$ cat src/rtl/direction_queue.sv
// direction_queue: buffers direction button presses between the push buttons and the
// snake body controller. Every rising edge of a button becomes one candidate turn, so
// several quick turns inside one movement step are applied on successive steps.
// Each step pulse releases one queued turn onto the registered dir output.
// Compile-time option: define DIRQ_REVERSE_FILTER_EN to also discard 180-degree reversals.
// Direction encoding: 00 up, 01 down, 10 left, 11 right.
module direction_queue #(
  parameter int unsigned DEPTH = 4
) (
  input  logic                         clk,
  input  logic                         nrst,
  input  logic [3:0]                   direction_pb,
  input  logic                         step,
  input  logic                         sync,
  output logic [1:0]                   dir,
  output logic [$clog2(DEPTH+1)-1:0]   count,
  output logic                         empty,
  output logic                         full,
  output logic                         dropped
);

  localparam int unsigned CntW = $clog2(DEPTH + 1);
  localparam int unsigned PtrW = $clog2(DEPTH);
  localparam logic [CntW-1:0] CntFull = CntW'(DEPTH);
  localparam logic [PtrW-1:0] PtrLast = PtrW'(DEPTH - 1);
  localparam logic [1:0] DirRight = 2'b11;

  logic [3:0]      pb_meta_q, pb_sync_q, pb_prev_q;
  logic [3:0]      pb_rise;
  logic [1:0]      mem_q [DEPTH];
  logic [PtrW-1:0] rd_ptr_q, wr_ptr_q, tail_ptr;
  logic [CntW-1:0] count_q;
  logic [1:0]      dir_q;
  logic            dropped_q;
  logic            cand_valid, cand_ok;
  logic [1:0]      cand_dir, ref_dir;
  logic            do_push, do_pop, do_drop;

  function automatic logic [PtrW-1:0] ptr_inc(input logic [PtrW-1:0] p);
    return (p == PtrLast) ? '0 : p + PtrW'(1);
  endfunction

  // Two-flop synchronizer plus edge history; sync deliberately leaves these alone so a
  // button held across a restart does not produce a new candidate.
  always_ff @(posedge clk or negedge nrst) begin
    if (!nrst) begin
      pb_meta_q <= '0;
      pb_sync_q <= '0;
      pb_prev_q <= '0;
    end else begin
      pb_meta_q <= direction_pb;
      pb_sync_q <= pb_meta_q;
      pb_prev_q <= pb_sync_q;
    end
  end

  assign pb_rise = pb_sync_q & ~pb_prev_q;

  // Pick a single candidate per cycle: up > down > left > right.
  always_comb begin
    cand_valid = 1'b1;
    cand_dir   = 2'b00;
    if (pb_rise[3])      cand_dir = 2'b00;
    else if (pb_rise[2]) cand_dir = 2'b01;
    else if (pb_rise[1]) cand_dir = 2'b10;
    else if (pb_rise[0]) cand_dir = 2'b11;
    else                 cand_valid = 1'b0;
  end

  // Reference is the most recently queued turn, or the live direction if none queued.
  assign tail_ptr = (wr_ptr_q == '0) ? PtrLast : wr_ptr_q - PtrW'(1);
  assign ref_dir  = (count_q != '0) ? mem_q[tail_ptr] : dir_q;

`ifdef DIRQ_REVERSE_FILTER_EN
  assign cand_ok = cand_valid && (cand_dir != ref_dir) && (cand_dir != (ref_dir ^ 2'b01));
`else
  assign cand_ok = cand_valid && (cand_dir != ref_dir);
`endif

  // A pop in the same cycle frees a slot, so a full queue still accepts the push.
  assign do_pop  = step && (count_q != '0);
  assign do_push = cand_ok && ((count_q != CntFull) || do_pop);
  assign do_drop = cand_ok && (count_q == CntFull) && !do_pop;

  // Circular buffer, current direction and drop flag; sync overrides step and push.
  always_ff @(posedge clk or negedge nrst) begin
    if (!nrst) begin
      for (int i = 0; i < int'(DEPTH); i++) mem_q[i] <= 2'b00;
      rd_ptr_q  <= '0;
      wr_ptr_q  <= '0;
      count_q   <= '0;
      dir_q     <= DirRight;
      dropped_q <= 1'b0;
    end else if (sync) begin
      rd_ptr_q  <= '0;
      wr_ptr_q  <= '0;
      count_q   <= '0;
      dir_q     <= DirRight;
      dropped_q <= 1'b0;
    end else begin
      dropped_q <= do_drop;
      if (do_push) begin
        mem_q[wr_ptr_q] <= cand_dir;
        wr_ptr_q        <= ptr_inc(wr_ptr_q);
      end
      if (do_pop) begin
        dir_q    <= mem_q[rd_ptr_q];
        rd_ptr_q <= ptr_inc(rd_ptr_q);
      end
      if (do_push && !do_pop)      count_q <= count_q + CntW'(1);
      else if (do_pop && !do_push) count_q <= count_q - CntW'(1);
    end
  end

  assign dir     = dir_q;
  assign count   = count_q;
  assign empty   = (count_q == '0);
  assign full    = (count_q == CntFull);
  assign dropped = dropped_q;

endmodule

$ cat config.mk
export PLATFORM = sky130hd
export DESIGN_NAME = direction_queue
export DESIGN_NICKNAME = d
export VERILOG_FILES = /design/src/rtl/direction_queue.sv
export SDC_FILE = /design/constraint.sdc
export NUM_CORES = 1
export LEC_CHECK = 0
export BUFFER_PORTS_ARGS = -buffer_cell sky130_fd_sc_hd__buf_2
export CORE_MARGIN = 1
export CORE_UTILIZATION = 55
export DETAILED_ROUTE_END_ITERATION = 8
export PLACE_DENSITY_LB_ADDON = 0.3
export SLEW_MARGIN = 20
export SYNTH_ARGS = -nofsm -noshare
export SYNTH_HDL_FRONTEND = slang
export SYNTH_SLANG_ARGS = --single-unit
$ cat constraint.sdc
create_clock -name clk -period 3.7 [get_ports clk]
set_clock_uncertainty 0.1 [all_clocks]
set_input_delay 0.555 -clock clk [delete_from_list [all_inputs] [get_ports clk]]
set_output_delay 0.555 -clock clk [all_outputs]
set_load 0.05 [all_outputs]
==> run summary, run 1 <==
Status -> complete, no violations
Clk_lat worst skew -> 0.33 ns
Most common cell after layout, fill and taps aside -> dfrtp_1
Root buf cell -> clkbuf_4
Worst-case clock buffer depth -> 2
Warnings from Yosys -> 0
CP Cell Sequence -> inv_1 -> ha_1 -> mux4_2 -> mux2i_1 -> nand3_1 -> a31o_2 -> nor3_1 -> fa_1 -> nor3_1 -> o21ai_1 -> a21oi_1
Residual DRC -> 0
Worst path required time -> 3.86 ns
FP Rows -> 18
Critical path's top delay family -> adder cells
PortBufs -> 15
Dpl cells -> 165
Fin area -> 1640 um^2
Clock sink total -> 30
Leakage -> 0.000750 uW
Ant diodes -> 0
Synthesized flop and latch total -> 30
Height of the die -> 53.8 um
Via count -> 978
Max-Slew Margin vs Limit -> 0.578
Final WL -> 2.68 mm
Slew Viols, Final -> 0
Pwr Density -> 775 nW/um^2
CP Capture Type -> register
Max cap viols -> 0
# Post-CTS Setup Buffers -> 0
Dpl ws -> 0.485 ns
Total negative slack -> 0 ns
Reg clk slew, reported paths -> 0.09 ns
Crit path kind -> reg -> reg
Via-per-instance ratio -> 5.65
Min setup slack post-route -> 0.443 ns
Top cell type's share of synthesized area -> 0.475
Post-Syn Nets -> 135
Final hold violation count -> 0
Sequential share of the synthesized area -> 0.510
Synth Flop Type -> dfrtp_1
# H-tree levels -> 2
Drt initial violations -> 17
Synth-to-layout area growth -> 11.2%
Antenna-violating nets left -> 0
Wire per inst -> 15.5 um
FMAX -> 307 MHz
Post-synth top area cell -> dfrtp_1
Antenna violations before repair -> 0
Ys async rst share -> 1.00
Critical path arrival -> 3.41 ns
RSZ-0062 raised after global routing -> no
Core Footprint -> 2500 um^2
TritonRoute pass-1 iters -> 4
Clock period minus worst slack -> 3.26 ns
Crit-path most repeated cell -> nor3_1
Hold Buf Count CTS -> 0
Peak VDD IR -> 0.488 mV
Top post-synthesis cells by area -> dfrtp_1 (47%), mux2_1 (6.9%), mux4_2 (6.1%), nor4b_2 (4.1%), dfstp_2 (3.6%)
I/O pin cnt -> 16
Crit-path max cell delay -> 0.49 ns
Global route overflow -> 0
Post-synth EDFFs -> 0
Worst path slowest cell -> dfrtp_1
Post-cts sizing count -> 0
CP max FO -> 11
First-pass GRT wire length -> 4.37 mm
Mapped Area -> 1480 um^2
Hpwl dp -> 1.96 mm
Cts bufs inserted -> 5
Total GRT Usage -> 0.231
Total power -> 1270 uW
Startpoint types -> register
Final Setup Violations -> 0
Final GP Congestion -> 0.855
Largest net degree at the start of global routing -> 31
Number of distinct library cells after synthesis -> 33
Die Wd -> 53.8 um
Share of cells above drive strength 1 -> 0.259
Placed cell area -> 1580 um^2
Mean Syn Cell Area -> 12.1 um^2
Worst path bufs/invs -> 1
Tcrit/Tclk final -> 0.880
CTS tree -> yes
Non-Filler Instances -> 173
HP Class -> in -> async
Worst Tran Pin Value -> 0.633 ns
Die Area -> 2900 um^2
Nets -> 155
Initial Utilization -> 0.591
Cells after Synth -> 122
Most frequent cells in the layout -> dfrtp_1 (28), buf_2 (15), nor2_1 (10), mux2_1 (9), nand2_1 (7)
Vias in the first global route -> 976
state kept, by name, indices dropped and copies added (netlist names):
signal     cells
pb_meta_q      4
dir            2
pb_sync_q      4
pb_prev_q      4
count          3
rd_ptr_q       2
dropped        1
wr_ptr_q       2
mem_q          8
synthesized netlist by cell type, types with 3 or more instances:
cell type,number
a21oi_1,4
dfrtp_1,28
ha_1,4
inv_1,3
mux2_1,9
mux2i_1,4
mux4_2,4
nand2_1,7
nand2b_1,6
nand3_1,3
nand3b_1,3
nor2_1,10
nor2b_1,5
nor3_1,4
nor4b_2,4
o21ai_1,4
where the power goes:
part	switching, uW	internal (uW)
Combinational	335	251
Sequential	76.6	410
Clock	108	91.9
worst paths after layout:
| check | start | end | slack, ns | depth (start not counted) |
|---|---|---|---|---|
| worst max-delay path | wr_ptr_q[0]$_DFFE_PN0P_ | count[1]$_DFFE_PN0P_ | 0.44 | 11 |
| worst max register to register | wr_ptr_q[0]$_DFFE_PN0P_ | count[1]$_DFFE_PN0P_ | 0.44 | 11 |
| min in group clk | direction_pb[3] | pb_meta_q[3]$_DFF_PN0_ | 0.23 | 1 |
| worst min register to register | pb_meta_q[3]$_DFF_PN0_ | pb_sync_q[3]$_DFF_PN0_ | 0.26 | 0 |
| max in group asynchronous | nrst | rd_ptr_q[0]$_DFFE_PN0P_ | 2.95 | 1 |
| worst min-delay path | nrst | count[1]$_DFFE_PN0P_ | 0.13 | 1 |
layer usage:
layer	vias up	global-route usage	share of wire
met2	34	0.362	0.47
met5	-	0	0
met1	471	0.266	0.45
met3	5	0.0847	0.055
li1	468	-	-
met4	0	0.140	0.023
stage by stage:
step                utilization  hold slack [ns]
floorplan                     -            0.159
global placement          0.633            0.233
detailed placement        0.633            0.239
CTS                       0.657            0.150
global route              0.657            0.180
finish                    0.657            0.133
cell type report:
class | count | area, um^2
well taps | 30 | 37.5
clock inverters | 1 | 5.00
clock buffers | 7 | 55.1
inverters | 4 | 15.0
multi-input cells | 84 | 686
repair buffers | 17 | 90.1
fillers | 188 | 858
flip-flops and latches | 30 | 753
cell families after synthesis:
group	count (synthesis)	synth area share
AO/OA/AOI/OAI	13	0.0525
XOR/XNOR	3	0.0178
adder cells (fa/ha/maj)	5	0.0475
buffers and inverters	8	0.0254
flip-flops	30	0.510
multiplexers	17	0.157
AND/OR/NAND/NOR	46	0.190
No activity file was read; power rests on OpenSTA's default activity.
==> run 2, diff against run 1 <==
Settings changed: CELL_PAD_IN_SITES_DETAIL_PLACEMENT from default to 0, CELL_PAD_IN_SITES_GLOBAL_PLACEMENT from default to 1, CORE_UTILIZATION 55 to 46.
==> run 2 against run 1 <==
  * Sequential cell count stayed put
  * Global-route usage fell by 3.7 points
  * Cell count increased by 8.7%
  * Via count is 2.1% higher
  * First-iteration DRC count rose to 2.8 times the previous value
  * Cell area grew 1.8%
  * Combinational power is 2% higher
  * Clock-buffer cell count decreased by 1
  * Setup slack improved by 0.079 ns
  * Clock power rose by 3%
  * Critical endpoint unchanged
  * Largest power group unchanged
==> run summary, run 2 (same netlist as run 1, synthesis figures left out) <==
Status -> complete, no violations
Share of cells above drive strength 1 -> 0.271 (+0.0121)
Fillers -> 281 (+49%)
Placed cell area -> 1610 um^2 (+1.6%)
PortBufs -> 15 (unchanged)
Largest register by flop count -> mem_q
Non-Filler Instances -> 188 (+8.7%)
Via count -> 999 (+2.1%)
Final GP Congestion -> 0.789 (-7.7%)
Initial Utilization -> 0.484 (-0.107)
Via-per-instance ratio -> 5.31 (-6.0%)
Clk_lat worst skew -> 0.33 ns (about the same)
Fin area -> 1670 um^2 (+1.8%)
Multi-input gate area -> 686 um^2 (unchanged)
Crit path launch -> wr_ptr_q[0]$_DFFE_PN0P_
FMAX -> 315 MHz (+2.5%)
CTS tree -> yes
Vias in the first global route -> 986 (+1.0%)
RSZ-0062 raised after global routing -> no
Critical path arrival -> 3.34 ns (-0.07 ns)
Clock sink total -> 30 (unchanged)
Slew Viols, Final -> 0 (unchanged)
NetSw -> 533 uW (+2.5%)
Max cap viols -> 0 (unchanged)
Worst r2r path cells -> 11 (unchanged)
Die Area -> 3440 um^2 (+19%)
R2r endpoint -> count[1]$_DFFE_PN0P_
Total GRT Usage -> 0.193 (-0.0374)
TritonRoute pass-1 iters -> 4 (unchanged)
Hpwl dp -> 2.03 mm (+3.6%)
Final Setup Violations -> 0 (unchanged)
Leakage -> 0.000754 uW (+0.50%)
Post-cts sizing count -> 0 (unchanged)
Worst-case clock buffer depth -> 2 (unchanged)
Ant diodes -> 0 (unchanged)
# Post-CTS Setup Buffers -> 0 (unchanged)
R2R setup slack -> 0.52 ns (+0.08 ns)
Flop pwr share -> 0.376 (-0.007)
Reg2reg start -> wr_ptr_q[0]$_DFFE_PN0P_
Largest net degree at the start of global routing -> 31 (unchanged)
Startpoint types -> register
Residual DRC -> 0 (unchanged)
Crit path to -> count[1]$_DFFE_PN0P_
First-pass GRT wire length -> 4.75 mm (+8.9%)
Pwr Density -> 775 nW/um^2 (about the same)
Tcrit/Tclk final -> 0.859 (-0.0213)
Final hold slack -> 0.129 ns (-0.00363 ns)
Crit path kind -> reg -> reg
Cts bufs inserted -> 5 (unchanged)
Logic pwr share -> 0.464 (+0.003)
Most common cell after layout, fill and taps aside -> dfrtp_1
Final hold violation count -> 0 (unchanged)
Sw frac -> 0.412 (+0.00332)
FF/Latch Area -> 753 um^2 (unchanged)
I/O pin cnt -> 16 (unchanged)
Dpl ws -> 0.543 ns (+0.0583 ns)
Hold Buf Count CTS -> 0 (unchanged)
Antenna violations before repair -> 0 (unchanged)
Height of the die -> 58.7 um (+9.0%)
# H-tree levels -> 2 (unchanged)
Max FFs per register -> 8 (unchanged)
Min setup slack post-route -> 0.522 ns (+0.0789 ns)
FP Rows -> 20 (+2)
Int Pwr -> 762 uW (+1.1%)
Worst path required time -> 3.86 ns (about the same)
Most frequent cells in the layout -> dfrtp_1 (28), buf_2 (15), nor2_1 (10), mux2_1 (9), nand2_1 (7)
Final WL -> 2.75 mm (+2.8%)
Max-Slew Margin vs Limit -> 0.587 (+0.00929)
Peak VDD IR -> 0.311 mV (-36%)
CP Capture Type -> register
Wire per inst -> 14.6 um (-5.4%)
Dpl cells -> 180 (+9.1%)
Total negative slack -> 0 ns (unchanged)
Drt initial violations -> 47 (+30)
Nets -> 156 (+0.65%)
Clock Power Share -> 0.160 (+0.003)
Antenna-violating nets left -> 0 (unchanged)
Core Footprint -> 3050 um^2 (+22%)
Global route overflow -> 0 (unchanged)
Worst Tran Pin Value -> 0.619 ns (-0.0139 ns)
Reg clk slew, reported paths -> 0.10 ns (about the same)
Clock period minus worst slack -> 3.18 ns (-0.0789 ns)
Root buf cell -> clkbuf_4
CP max FO -> 11 (unchanged)
HP Class -> in -> async
Synth-to-layout area growth -> 13.1%
Die Wd -> 58.7 um (+9.0%)
==> run 2: power groups by stage <==
stage,Sequential [uW],Clock [uW],Combinational [uW]
floorplan,530,0,431
finish,487,207,600
global route,500,228,663
CTS,487,214,602
global placement,486,0,581
detailed placement,493,0,599
==> run 2: worst max-delay path, cell delays in order, from the launching register on <==
cell and delay, ns:
dfrtp_1 0.50, inv_1 0.11, ha_1 0.35, mux4_2 0.32, mux2i_1 0.19, nand3_1 0.12
a31o_2 0.32, nor3_1 0.25, fa_1 0.47, nor3_1 0.20, o21ai_1 0.08, a21oi_1 0.11
==> run 2: final cells by class <==
cell class | instances | share of cell area
repair buffers | 18 | 0.0584
inverters | 4 | 0.00899
clock inverters | 2 | 0.00749
well taps | 44 | 0.0330
clock buffers | 6 | 0.0307
multi-input cells | 84 | 0.410
flip-flops and latches | 30 | 0.451
==> run 2: layer usage <==
layer / GRT usage / vias to the layer above / share of wire
met5: 0 / - / 0
li1: - / 474 / -
met4: 0.0952 / 0 / 0.021
met2: 0.286 / 22 / 0.46
met3: 0.0813 / 7 / 0.047
met1: 0.245 / 496 / 0.47
==> run 2: worst min-delay path by stage <==
stage                           startpoint                     end  slack [ns]  depth (start not counted)
floorplan                             nrst    count[0]$_DFFE_PN0P_        0.16                          0
global placement    pb_meta_q[3]$_DFF_PN0_  pb_sync_q[3]$_DFF_PN0_        0.23                          0
detailed placement  pb_meta_q[0]$_DFF_PN0_  pb_sync_q[0]$_DFF_PN0_        0.24                          0
CTS                                   nrst  pb_prev_q[1]$_DFF_PN0_        0.16                          1
global route                          nrst  pb_sync_q[1]$_DFF_PN0_        0.17                          1
finish                                nrst  pb_prev_q[3]$_DFF_PN0_        0.13                          1
==> run 2: per-stage QoR <==
step | power, uW | utilization
2_1_floorplan | 961 | -
3_3_place_gp | 1070 | 0.526
3_5_place_dp | 1090 | 0.526
4_1_cts | 1300 | 0.547
5_1_grt | 1390 | 0.547
6_report | 1290 | 0.547
==> run 3, diff against run 2 <==
Settings changed: ABC_AREA from default to 1, CORE_UTILIZATION 46 to 43.
==> run 3 against run 2 <==
  * Critical endpoint is now count[2]$_DFFE_PN0P_
  * Highest routed layer unchanged
  * Critical path depth up 8
  * Utilization down 1.7 points
  * Wire length up 13%
  * Non-clock buffer count down 3
  * Cell area up 9.3%
==> run summary, run 3 <==
Total negative slack -> 0 ns (unchanged)
Top cell type's share of synthesized area -> 0.439 (-0.0360)
Largest net degree at the start of global routing -> 31 (unchanged)
Core Footprint -> 3440 um^2 (+13%)
HP Class -> in -> async
Synthesized flop and latch total -> 30 (unchanged)
Post-synth top area cell -> dfrtp_1
FF/Latch Area -> 753 um^2 (unchanged)
TritonRoute pass-1 iters -> 4 (unchanged)
Wire per inst -> 12.0 um (-18%)
Fillers -> 335 (+19%)
Tcrit/Tclk final -> 0.748 (-0.111)
Multi-input gate area -> 727 um^2 (+6.0%)
Worst Tran Pin Value -> 0.655 ns (+0.0359 ns)
Largest register by flop count -> mem_q
Most common cell after layout, fill and taps aside -> nand2_1
Reg clk slew, reported paths -> 0.07 ns (-0.03 ns)
Share of cells above drive strength 1 -> 0.259 (-0.0114)
Global route overflow -> 0 (unchanged)
Sequential share of the synthesized area -> 0.471 (-0.0388)
Clk_lat worst skew -> 0.28 ns (-0.05 ns)
I/O pin cnt -> 16 (unchanged)
Die Area -> 3960 um^2 (+15%)
Clock period minus worst slack -> 2.77 ns (-0.411 ns)
Final WL -> 3.11 mm (+13%)
Critical path arrival -> 2.84 ns (-0.50 ns)
Clock sink total -> 30 (unchanged)
Drt initial violations -> 59 (+26%)
Warnings from Yosys -> 0 (unchanged)
Root buf cell -> clkbuf_8
Worst path required time -> 3.77 ns (-0.09 ns)
First-pass GRT wire length -> 5.58 mm (+17%)
Pwr Density -> 816 nW/um^2 (+5.4%)
Die Wd -> 63.0 um (+7.3%)
Number of distinct library cells after synthesis -> 27 (-18%)
Met2 GRT Util -> 0.292 (+0.00595)
Mapped Area -> 1600 um^2 (+8.2%)
Met1 Use GR -> 0.239 (-0.00636)
Synth-to-layout area growth -> 14.3%
R2R setup slack -> 0.93 ns (+0.41 ns)
Antenna violations before repair -> 0 (unchanged)
Antenna-violating nets left -> 0 (unchanged)
Nets -> 224 (+44%)
Vias in the first global route -> 1252 (+27%)
Status -> complete, no violations
Max FFs per register -> 8 (unchanged)
# Post-CTS Setup Buffers -> 0 (unchanged)
Peak VDD IR -> 0.365 mV (+17%)
Startpoint types -> register
Most common cell in the netlist -> nand2_1
Top post-synthesis cells by area -> dfrtp_1 (44%), nand2_1 (14%), inv_1 (5.4%), nand3_2 (5.0%), nor2_4 (3.5%)
Cells after Synth -> 189 (+55%)
Post-Syn Nets -> 202 (+50%)
Worst r2r path cells -> 19 (+8)
Hpwl dp -> 2.35 mm (+16%)
Worst-case clock buffer depth -> 2 (unchanged)
CP max FO -> 8 (-3)
Post-cts sizing count -> 0 (unchanged)
Cts bufs inserted -> 5 (unchanged)
Most frequent cells in the layout -> nand2_1 (61), dfrtp_1 (28), inv_1 (23), buf_2 (15), nor2_1 (10)
Via-per-instance ratio -> 4.83 (-9.1%)
Ant diodes -> 0 (unchanged)
Via count -> 1246 (+25%)
Slew Viols, Final -> 0 (unchanged)
Final GP Congestion -> 0.844 (+6.9%)
Hold Buf Count CTS -> 0 (unchanged)
Final Setup Violations -> 0 (unchanged)
Max-Slew Margin vs Limit -> 0.564 (-0.0240)
Global route hottest layer -> met2
R2r endpoint -> count[2]$_DFFE_PN0P_
Ys async rst share -> 1.00 (unchanged)
Synth Flop Type -> dfrtp_1
RSZ-0062 raised after global routing -> no
Leakage -> 0.000936 uW (+24%)
Reg2reg start -> wr_ptr_q[0]$_DFFE_PN0P_
Total GRT Usage -> 0.186 (-0.00786)
Synth cell count leaders -> nand2_1 (61), dfrtp_1 (28), inv_1 (23), nor2_1 (10), nand3_2 (8)
Max cap viols -> 0 (unchanged)
Grt met3 use -> 0.0547 (-0.0266)
Post-synth EDFFs -> 0 (unchanged)
FMAX -> 361 MHz (+15%)
Total power -> 1490 uW (+15%)
CP Capture Type -> register
Residual DRC -> 0 (unchanged)
CTS tree -> yes
Final hold violation count -> 0 (unchanged)
Crit path kind -> reg -> reg
FP Rows -> 21 (+5.0%)
PortBufs -> 15 (unchanged)
# H-tree levels -> 2 (unchanged)
Height of the die -> 63.0 um (+7.3%)
Mean Syn Cell Area -> 8.45 um^2 (-30%)
Initial Utilization -> 0.464 (-0.0194)
[run 3: final cells by class]
class / instances / share of cell area
Tap cell: 46 / 0.0315
Multi-Input combinational cell: 128 / 0.398
Inverter: 31 / 0.0644
Clock inverter: 2 / 0.00685
Sequential cell: 30 / 0.413
Clock buffer: 6 / 0.0452
Timing Repair Buffer: 15 / 0.0411
[run 3: metal layers]
layer	part of all wire	up-vias	wire length (um)
met5	0	-	0
met4	0.018	0	57
met3	0.028	6	88
li1	-	633	-
met1	0.49	587	1510
met2	0.47	20	1450
[run 3: worst max-delay path, stage by stage (launching register included)]
cell and delay (ns):
dfrtp_1 0.46, inv_2 0.12, ha_1 0.36, inv_1 0.13, nand3_2 0.11, nand2_1 0.07
nand2_1 0.05, nand3_2 0.06, nand2_2 0.05, inv_1 0.05, nand2_1 0.07, nand4_2 0.12
inv_1 0.07, fa_1 0.38, xnor2_1 0.18, inv_1 0.06, nand2_1 0.06, nand2_1 0.05
nand2_1 0.06, nand2_1 0.04
[run 3: cells by family after synthesis]
kind of cell | share of synthesized area
adders and majority gates | 0.0439
DFF | 0.471
buffers and inverters | 0.0736
and+or+nand+nor | 0.342
AOI/OAI and AO/OA | 0.0634
xor gates and xnor gates | 0.00548
[run 3: worst max path at each step]
stage | startpoint | to | slack, ns | cells past startpoint
after floorplan | count[2]$_DFFE_PN0P_ | count[2]$_DFFE_PN0P_ | 1.03 | 14
after global placement | wr_ptr_q[0]$_DFFE_PN0P_ | count[2]$_DFFE_PN0P_ | 1.07 | 19
after detailed placement | wr_ptr_q[0]$_DFFE_PN0P_ | count[2]$_DFFE_PN0P_ | 0.95 | 19
after CTS | wr_ptr_q[0]$_DFFE_PN0P_ | count[2]$_DFFE_PN0P_ | 0.94 | 19
after global routing | wr_ptr_q[0]$_DFFE_PN0P_ | count[2]$_DFFE_PN0P_ | 0.74 | 19
final | wr_ptr_q[0]$_DFFE_PN0P_ | count[2]$_DFFE_PN0P_ | 0.93 | 19
[run 3: metrics by stage]
stage | utilization | hold slack [ns] | setup WS, ns | instances | cell area, um^2
6_report | 0.530 | 0.197 | 0.933 | 258 | 1830
5_1_grt | 0.530 | 0.258 | 0.738 | 258 | 1830
4_1_cts | 0.530 | 0.225 | 0.937 | 258 | 1830
3_5_place_dp | 0.503 | 0.237 | 0.948 | 250 | 1730
3_3_place_gp | 0.503 | 0.234 | 1.07 | 250 | 1730
2_1_floorplan | - | 0.159 | 1.03 | 189 | 1600
[run 3: power by group]
group | leakage [uW] | total (uW) | internal (uW) | switching, uW
clock | 0.0000472 | 270 | 149 | 121
combinational | 0.000514 | 733 | 236 | 497
sequential | 0.000374 | 486 | 406 | 80.1
